**src/rtl/dmem_arb_pkg.sv**
```systemverilog
// ---------------------------------------------------------------------------
// dmem_arb_pkg
// Shared definitions for the data-memory arbiter: FSM state type, port ids
// and the default watchdog limit.
// Ports: none (package).
// ---------------------------------------------------------------------------
package dmem_arb_pkg;

   typedef enum logic [1:0] {
      ARB_IDLE = 2'd0,
      ARB_BUSY = 2'd1,
      ARB_RESP = 2'd2
   } arb_state_t;

   localparam logic PORT_CPU = 1'b0;
   localparam logic PORT_DMA = 1'b1;

   // Cycles mem_req may stay high without mem_ack before the abort.
   localparam int DEFAULT_TIMEOUT = 16;

endpackage : dmem_arb_pkg

```
**src/rtl/dmem_arb_pick.sv**
```systemverilog
// ---------------------------------------------------------------------------
// dmem_arb_pick
// Combinational winner select for the two requesters. Holds the whole
// round-robin / fixed-priority policy so the arbiter FSM is build-agnostic.
//
// Build option: DMEM_ARB_RR_EN
//   defined   - round-robin: after any grant the pointer moves to the other port
//   undefined - fixed priority: the pointer is held at the cpu port
//
// Ports:
//   i_cpu_req, i_dma_req : live request lines
//   i_prio_ptr           : port that wins a contested cycle
//   o_any                : at least one request is present
//   o_winner             : port to grant (PORT_CPU / PORT_DMA)
//   o_next_ptr           : value the priority pointer takes after this grant
// ---------------------------------------------------------------------------
module dmem_arb_pick
   import dmem_arb_pkg::*;
(
   input  logic i_cpu_req,
   input  logic i_dma_req,
   input  logic i_prio_ptr,
   output logic o_any,
   output logic o_winner,
   output logic o_next_ptr
);

   assign o_any = i_cpu_req | i_dma_req;

   // A lone requester always wins; the pointer only breaks ties.
   assign o_winner = (i_cpu_req && i_dma_req) ? i_prio_ptr
                   : (i_dma_req ? PORT_DMA : PORT_CPU);

`ifdef DMEM_ARB_RR_EN
   assign o_next_ptr = ~o_winner;
`else
   assign o_next_ptr = PORT_CPU;
`endif

endmodule : dmem_arb_pick

```
**src/rtl/dmem_arbiter.sv**
```systemverilog
// ---------------------------------------------------------------------------
// dmem_arbiter
// Shares the single-ported data memory between the cpu load/store path
// (port 0) and a DMA/loader (port 1). One memory transaction is outstanding
// at a time; it retires with a one-cycle response pulse to its owner. A
// watchdog aborts a request the memory never acknowledges (rsp_err = 1).
// Arbitration policy is selected in dmem_arb_pick by DMEM_ARB_RR_EN.
//
// Ports (all outputs registered, all reset to 0):
//   i_clk, i_reset                : clock, asynchronous active-low reset
//   i_cpu_* / i_dma_*             : req, we, addr, wdata per requester
//   o_cpu_gnt / o_dma_gnt         : one-cycle accept pulse
//   o_cpu_rsp_valid/o_dma_rsp_valid: one-cycle completion pulse
//   o_rsp_rdata, o_rsp_err        : completion data / timeout flag (held)
//   o_mem_req, o_mem_we, o_mem_addr, o_mem_wdata : memory request
//   i_mem_ack, i_mem_rdata        : memory completion and read data
// ---------------------------------------------------------------------------
module dmem_arbiter
   import dmem_arb_pkg::*;
#(
   parameter int ADDR_W  = 32,
   parameter int DATA_W  = 32,
   parameter int TIMEOUT = DEFAULT_TIMEOUT
) (
   input  logic              i_clk,
   input  logic              i_reset,
   input  logic              i_cpu_req,
   input  logic              i_cpu_we,
   input  logic [ADDR_W-1:0] i_cpu_addr,
   input  logic [DATA_W-1:0] i_cpu_wdata,
   output logic              o_cpu_gnt,
   output logic              o_cpu_rsp_valid,
   input  logic              i_dma_req,
   input  logic              i_dma_we,
   input  logic [ADDR_W-1:0] i_dma_addr,
   input  logic [DATA_W-1:0] i_dma_wdata,
   output logic              o_dma_gnt,
   output logic              o_dma_rsp_valid,
   output logic [DATA_W-1:0] o_rsp_rdata,
   output logic              o_rsp_err,
   output logic              o_mem_req,
   output logic              o_mem_we,
   output logic [ADDR_W-1:0] o_mem_addr,
   output logic [DATA_W-1:0] o_mem_wdata,
   input  logic              i_mem_ack,
   input  logic [DATA_W-1:0] i_mem_rdata
);

   localparam int              CNT_W   = $clog2(TIMEOUT);
   localparam logic [CNT_W-1:0] CNT_MAX = CNT_W'(TIMEOUT - 1);

   arb_state_t       r_state;
   logic             r_owner;
   logic             r_prio_ptr;
   logic [CNT_W-1:0] r_cnt;

   logic w_any;
   logic w_winner;
   logic w_next_ptr;

   dmem_arb_pick u_pick (
      .i_cpu_req  (i_cpu_req),
      .i_dma_req  (i_dma_req),
      .i_prio_ptr (r_prio_ptr),
      .o_any      (w_any),
      .o_winner   (w_winner),
      .o_next_ptr (w_next_ptr)
   );

   // NOTE: sequential state uses non-blocking assignments only, so every
   // register samples the pre-edge value of every other register.
   always_ff @(posedge i_clk or negedge i_reset) begin
      if (!i_reset) begin
         r_state         <= ARB_IDLE;
         r_owner         <= PORT_CPU;
         r_prio_ptr      <= PORT_CPU;
         r_cnt           <= '0;
         o_cpu_gnt       <= 1'b0;
         o_dma_gnt       <= 1'b0;
         o_cpu_rsp_valid <= 1'b0;
         o_dma_rsp_valid <= 1'b0;
         o_rsp_rdata     <= '0;
         o_rsp_err       <= 1'b0;
         o_mem_req       <= 1'b0;
         o_mem_we        <= 1'b0;
         o_mem_addr      <= '0;
         o_mem_wdata     <= '0;
      end else begin
         // NOTE: pulse outputs default low here; the state branches below
         // raise them for exactly the one cycle they apply to.
         o_cpu_gnt       <= 1'b0;
         o_dma_gnt       <= 1'b0;
         o_cpu_rsp_valid <= 1'b0;
         o_dma_rsp_valid <= 1'b0;

         case (r_state)
            ARB_IDLE: begin
               if (w_any) begin
                  r_state    <= ARB_BUSY;
                  r_owner    <= w_winner;
                  r_prio_ptr <= w_next_ptr;
                  r_cnt      <= '0;
                  o_mem_req  <= 1'b1;
                  if (w_winner == PORT_DMA) begin
                     o_mem_we    <= i_dma_we;
                     o_mem_addr  <= i_dma_addr;
                     o_mem_wdata <= i_dma_wdata;
                     o_dma_gnt   <= 1'b1;
                  end else begin
                     o_mem_we    <= i_cpu_we;
                     o_mem_addr  <= i_cpu_addr;
                     o_mem_wdata <= i_cpu_wdata;
                     o_cpu_gnt   <= 1'b1;
                  end
               end
            end

            ARB_BUSY: begin
               // Ack has precedence over an expiring watchdog in the same cycle.
               if (i_mem_ack || (r_cnt == CNT_MAX)) begin
                  r_state     <= ARB_RESP;
                  o_mem_req   <= 1'b0;
                  o_rsp_err   <= ~i_mem_ack;
                  o_rsp_rdata <= (i_mem_ack && !o_mem_we) ? i_mem_rdata : '0;
                  if (r_owner == PORT_DMA) o_dma_rsp_valid <= 1'b1;
                  else                     o_cpu_rsp_valid <= 1'b1;
               end else begin
                  r_cnt <= r_cnt + 1'b1;
               end
            end

            ARB_RESP: r_state <= ARB_IDLE;

            default:  r_state <= ARB_IDLE;
         endcase
      end
   end

endmodule : dmem_arbiter
```
**config.mk**
```make
export PLATFORM = sky130hd
export DESIGN_NAME = dmem_arbiter
export DESIGN_NICKNAME = d
export VERILOG_FILES = /design/src/rtl/dmem_arb_pkg.sv /design/src/rtl/dmem_arb_pick.sv /design/src/rtl/dmem_arbiter.sv
export SDC_FILE = /design/constraint.sdc
export NUM_CORES = 1
export LEC_CHECK = 0
export BUFFER_PORTS_ARGS = -buffer_cell sky130_fd_sc_hd__buf_2
export CAP_MARGIN = 20
export CORE_UTILIZATION = 30
export CTS_CLUSTER_SIZE = 12
export DETAILED_ROUTE_END_ITERATION = 8
export SLEW_MARGIN = 25
export SYNTH_ARGS = -nofsm -noshare
export SYNTH_HDL_FRONTEND = slang
export SYNTH_SLANG_ARGS = --single-unit
```
**constraint.sdc**
```tcl
create_clock -name i_clk -period 2.1 [get_ports i_clk]
set_input_delay 0.42 -clock i_clk [delete_from_list [all_inputs] [get_ports i_clk]]
set_output_delay 0.42 -clock i_clk [all_outputs]
set_load 0.02 [all_outputs]
```
After elaboration in Yosys (flattened, before gate mapping):

Cells that the tools add are included.

* bits in registers: 110
* bits of input ports: 167
* output and inout bits: 103
* word-level logic and storage cells: 59

* add/subtract/negate cells: 1
* equal/unequal tests: 5
* mux-type cells: 27
* bitwise logic cells: 2
* reductions and logical operators: 11

Operator list (count)
* two-way mux 32 bit: 3
* two-way mux 1 bit: 17
* two-way mux 4 bit: 2
* one-hot mux 4 bit (2 select lines): 1
* AND reduction 2 bit: 3
* AND reduction 3 bit: 2
* adder 4 x 1 -> 4 bit, second input constant: 1
* equality test 4 bit, second input constant: 1
* two-way mux 2 bit: 2
* inequality test 2 bit, second input constant: 2
* one-hot mux 2 bit (2 select lines): 1
* equality test 2 x 1 -> 1 bit, second input constant: 1
* logical AND 1 bit: 2
* zero test 2 bit: 1
* inequality test 2 x 1 -> 1 bit, second input constant: 1
* one-hot mux 1 bit (2 select lines): 1
* nonzero test 2 bit: 1
* zero test 1 bit: 1
* logical OR 1 bit: 1
* inverter 1 bit: 1
* bitwise OR 1 bit: 1

Longest topological paths before layout:

* depth in word-level cells: 5
* gate-level depth with buffers: 6
* mapped depth without buffers: 4

By module:

Synthesis repeated with hierarchy kept, for this count alone.

* cell total of the unflattened synthesis: 408
* area total of the unflattened synthesis: 4698.3 µm²

By module, submodules not included
* dmem_arbiter: times used 1, cells each 403, area each 4669.5 µm², seq. area each 2777.7 µm²
* dmem_arb_pick: times used 1, cells each 5, area each 28.8 µm², seq. area each 0.0 µm²

Least setup slack after synthesis:

Ideal clock, no wire load.

* path kind: reg2reg
* from: register r_state[0]
* to: register o_mem_addr[10]
* library setup time: 132 ps
* data arrival time: 1221 ps
* required time: 1968 ps
* path slack: 746 ps
* cell stages (with the launch flop): 7
* path buffers: 3
* period minus slack after synthesis: 1354 ps
* cell sequence: dfrtp_1 or2_1 clkbuf_1 buf_6 buf_2 o21ai_0 o21ai_1

* word-level cells in the longest chain between the ends: 2

Ends and longest elaborated chain
* start, declared: RTL line dmem_arbiter.sv:52 `arb_state_t r_state;`
* start signal, assigned: RTL line dmem_arbiter.sv:74 `r_state <= ARB_IDLE;`
* start signal, assigned: RTL line dmem_arbiter.sv:99 `r_state <= ARB_BUSY;`
* start signal, assigned: RTL line dmem_arbiter.sv:121 `r_state <= ARB_RESP;`
* zero test 2 bit: RTL line dmem_arbiter.sv:96 `case (r_state)`
* AND reduction 2 bit (no source line)
* end signal, assigned: RTL line dmem_arbiter.sv:106 `o_mem_addr <= i_dma_addr;`
* end signal, assigned: RTL line dmem_arbiter.sv:111 `o_mem_addr <= i_cpu_addr;`
* end, declared: RTL line dmem_arbiter.sv:43 `output logic [ADDR_W-1:0] o_mem_addr,`

No other way between the ends.
A chain may end at the register's enable or synchronous reset.

Worst setup path in the final report:

* from: register r_state[0]
* to: register o_mem_wdata[24]

* word-level cells in the longest chain between the ends: 2

Ends and longest elaborated chain
* zero test 2 bit: RTL line dmem_arbiter.sv:96
* AND reduction 2 bit (no source line)
* end signal, assigned: RTL line dmem_arbiter.sv:107 `o_mem_wdata <= i_dma_wdata;`
* end signal, assigned: RTL line dmem_arbiter.sv:112 `o_mem_wdata <= i_cpu_wdata;`
* end, declared: RTL line dmem_arbiter.sv:44 `output logic [DATA_W-1:0] o_mem_wdata,`

No other way between the ends.

==> qor.yml <==
pwr:
  p_leak_nw: 3.346
  p_sw_frac: 0.4211
  p_seq_frac: 0.377
  p_switching_mw: 4.077
  intPower_mw: 5.605
  max-vdd-ir-drop_mv: 0.4895
  pwr-share-comb: 0.443
  powerDensity_mw_per_mm2: 1447
  pwr-share-clk: 0.180
place:
  port_buffers: 269
  dp_slack_ns: 0.3783
  gp_congestion: 0.7624
  hpwl_um: 9730
  dpl_cell_area_mm2: 0.006385
route:
  via_per_inst: 4.785
  finalWirelength_um: 13690
  firstDrtPassIters: 4
  ant_nets: 0
  drc: 0
  drt-initial-drc-count: 157
  vias: 4220
  wire_per_inst_um: 15.52
synth:
  synthCells: 410
  ys_seq_area_frac: 0.5740
  yosysUniqueCellTypes: 30
  synth_area_per_cell_um2: 11.70
  syn_area_mm2: 0.004796
  syn_nets: 578
  yosys_warnings: 0
  synth-seq-cells: 110
global_routing:
  grt_pass1_wl_um: 21200
  grt_pass1_vias: 4214
  antenna_found_initial: 0
  track_usage: 0.1646
  grt_start_max_net_pins: 69
  grt-ovfl-total: 0
sta:
  fmax_mhz: 593.5
  hold_violations: 0
  whs_ns: 0.2819
  layout_setup_ws_ns: 0.4150
  finalSetupViolations: 0
  max_slew_margin: 0.5380
  skew_ns: 0.01267
  rsz0062_at_grt: "false"
  tightestPinTransition_ns: 0.6930
  period_share: 0.8024
  finalCriticalPeriod_ns: 1.685
  finalSetupTns_ns: 0
  drv_slew: 0
cells_and_area:
  final_core_util: 0.4338
  insertedDiodeCount: 0
  final_cell_area_mm2: 0.006693
  drive_gt1_frac: 0.4545
  syn_to_final_growth_pct: 39.55
  layout.nets: 835
  fill_cells: 1526
clocking:
  clock_sinks: 110
  cts_setup_buffers: 0
  cts.reportedPaths.clkPinSlew_ns: 0.08
  cts_buffers: 9
  ctsHtreeMaxLevel: 3
  tritoncts: "yes"
  clk_path_buf_depth: 2
  clk_latency_ns: 0.35
  post_cts_resized: 0
  root_buffer: "clkbuf_16"
die:
  core-area_mm2: 0.01543
  placementRows: 45
  start_util: 0.3109
  ioPinCount: 270
  die_w_um: 128.4
  die_h_um: 128.4
  die-area_mm2: 0.01650
critical_path:
  cp-start-kind: "flip-flop"
  end_kind: "flip-flop"
  cp.arrival_ns: 1.90
  crit_fanout: 36
  critPathMaxStageDelay_ns: 0.58
  crit_buf_inv: 1
  worstPathRequired_ns: 2.32
  worstReg2RegEnd: "o_mem_wdata[24]"
  setup.worst_path.class: "reg -> reg"
  r2r_slack_ns: 0.41
  cp_top_family: "simple AND/OR/NAND/NOR gates"
  r2r_cells: 4
  crit_path_top_delay_cell: "or2_2"
  r2r-start: "r_state[0]"
  cp_cell_sequence: "or2_2 -> buf_12 -> o21ai_0 -> o21ai_1"
  crit_path_start: "r_state[0]"
worst_hold_path:
  min_path_cells: 2
  hold_path_end: "o_rsp_rdata[27]"
  min_path_type: "in -> reg"
  worstHoldStart: "i_mem_rdata[27]"
outcome:
  status: "finished clean"
flow_run:
  drv_cap: 0
[power by group through the flow]
stage | clock network (mW) | logic (mW) | registers (mW)
after floorplan | 0 | 1.55 | 4.78
after global placement | 0 | 4.27 | 3.65
after detailed placement | 0 | 4.35 | 3.68
after CTS | 1.80 | 4.35 | 3.66
after global routing | 1.89 | 4.65 | 3.79
final | 1.74 | 4.29 | 3.65
[state kept, by name, indices dropped and copies added, names as in the netlist, 2 cells and up]
| register | count |
|---|---|
| o_mem_addr | 32 |
| o_mem_wdata | 32 |
| o_rsp_rdata | 32 |
| r_cnt | 4 |
| r_state | 2 |
[kinds of logic after synthesis]
group           Yosys count  share of synthesized area
compound gates          173                     0.2108
fa+ha+maj                 1                   0.002609
buf+inv                  39                    0.04722
flops                   110                     0.5740
mux                      67                     0.1398
simple gates             20                    0.02557
[synth_stat cells, drive strengths merged]
library cell / n / area share
a211oi: 1 / 0.0016
o21ai: 132 / 0.14
o221ai: 1 / 0.0018
inv: 3 / 0.0023
nand2b: 1 / 0.0013
nor4bb: 1 / 0.0021
a22o: 32 / 0.058
a21o: 1 / 0.0016
or2: 2 / 0.0026
a21oi: 2 / 0.0021
nor3b: 1 / 0.0039
o22ai: 2 / 0.0039
nor2b: 3 / 0.0039
mux2i: 67 / 0.14
clkbuf: 17 / 0.013
a41oi: 1 / 0.0018
nand2: 1 / 0.0013
a31o: 1 / 0.0018
ha: 1 / 0.0026
dfrtp: 110 / 0.57
buf: 19 / 0.032
and2: 2 / 0.0026
and3: 1 / 0.0013
nor2: 7 / 0.0055
nand3: 1 / 0.0010
[worst max-delay path by stage]
| stage | end | slack [ns] | depth (start not counted) |
|---|---|---|---|
| floorplan | o_mem_addr[10] | 0.75 | 6 |
| global placement | o_mem_wdata[11] | 0.41 | 5 |
| detailed placement | o_mem_addr[15] | 0.38 | 5 |
| CTS | o_mem_addr[16] | 0.39 | 4 |
| global route | o_mem_wdata[20] | 0.29 | 4 |
| finish | o_mem_wdata[24] | 0.41 | 4 |
[through the flow]
step | std cells | total power, mW
2_1_floorplan | 410 | 6.331
3_3_place_gp | 866 | 7.921
3_5_place_dp | 866 | 8.029
4_1_cts | 882 | 9.814
5_1_grt | 882 | 10.34
6_report | 882 | 9.682
[routing by layer]
layer,routed length [um],track usage,part of all wire,vias up
met5,0,0,0,-
met4,198,0.05675,0.014,0
met3,855,0.03701,0.062,17
met2,6778,0.2830,0.50,179
met1,5855,0.2034,0.43,2015
li1,-,-,-,2009
[final cells by class]
cell class,count,area [um2],area share
Clock inverter,6,72.57,0.01084
Tap cell,211,264.0,0.03945
Clock buffer,9,225.2,0.03365
Timing Repair Buffer,282,1524,0.2277
Inverter,3,11.26,0.001683
Multi-Input combinational cell,261,1843,0.2754
Sequential cell,110,2753,0.4113
[repair_timing]
action | 4_1_cts | 5_1_grt
endpoints found under the hold margin | 8 | 0
hold buffers | 1 | 0
endpoints found under the setup margin | 0 | 0
[cells in the final DEF, fill, tap and decap left out, types with 3 or more instances in the layout]
master,instances
clkbuf_16,9
inv_1,3
buf_4,7
dfrtp_1,110
o21ai_0,92
a22o_1,32
mux2i_1,67
clkinvlp_4,3
buf_12,6
o21ai_1,39
nor2_1,6
buf_2,268
No activity file was read; power rests on OpenSTA's default activity.
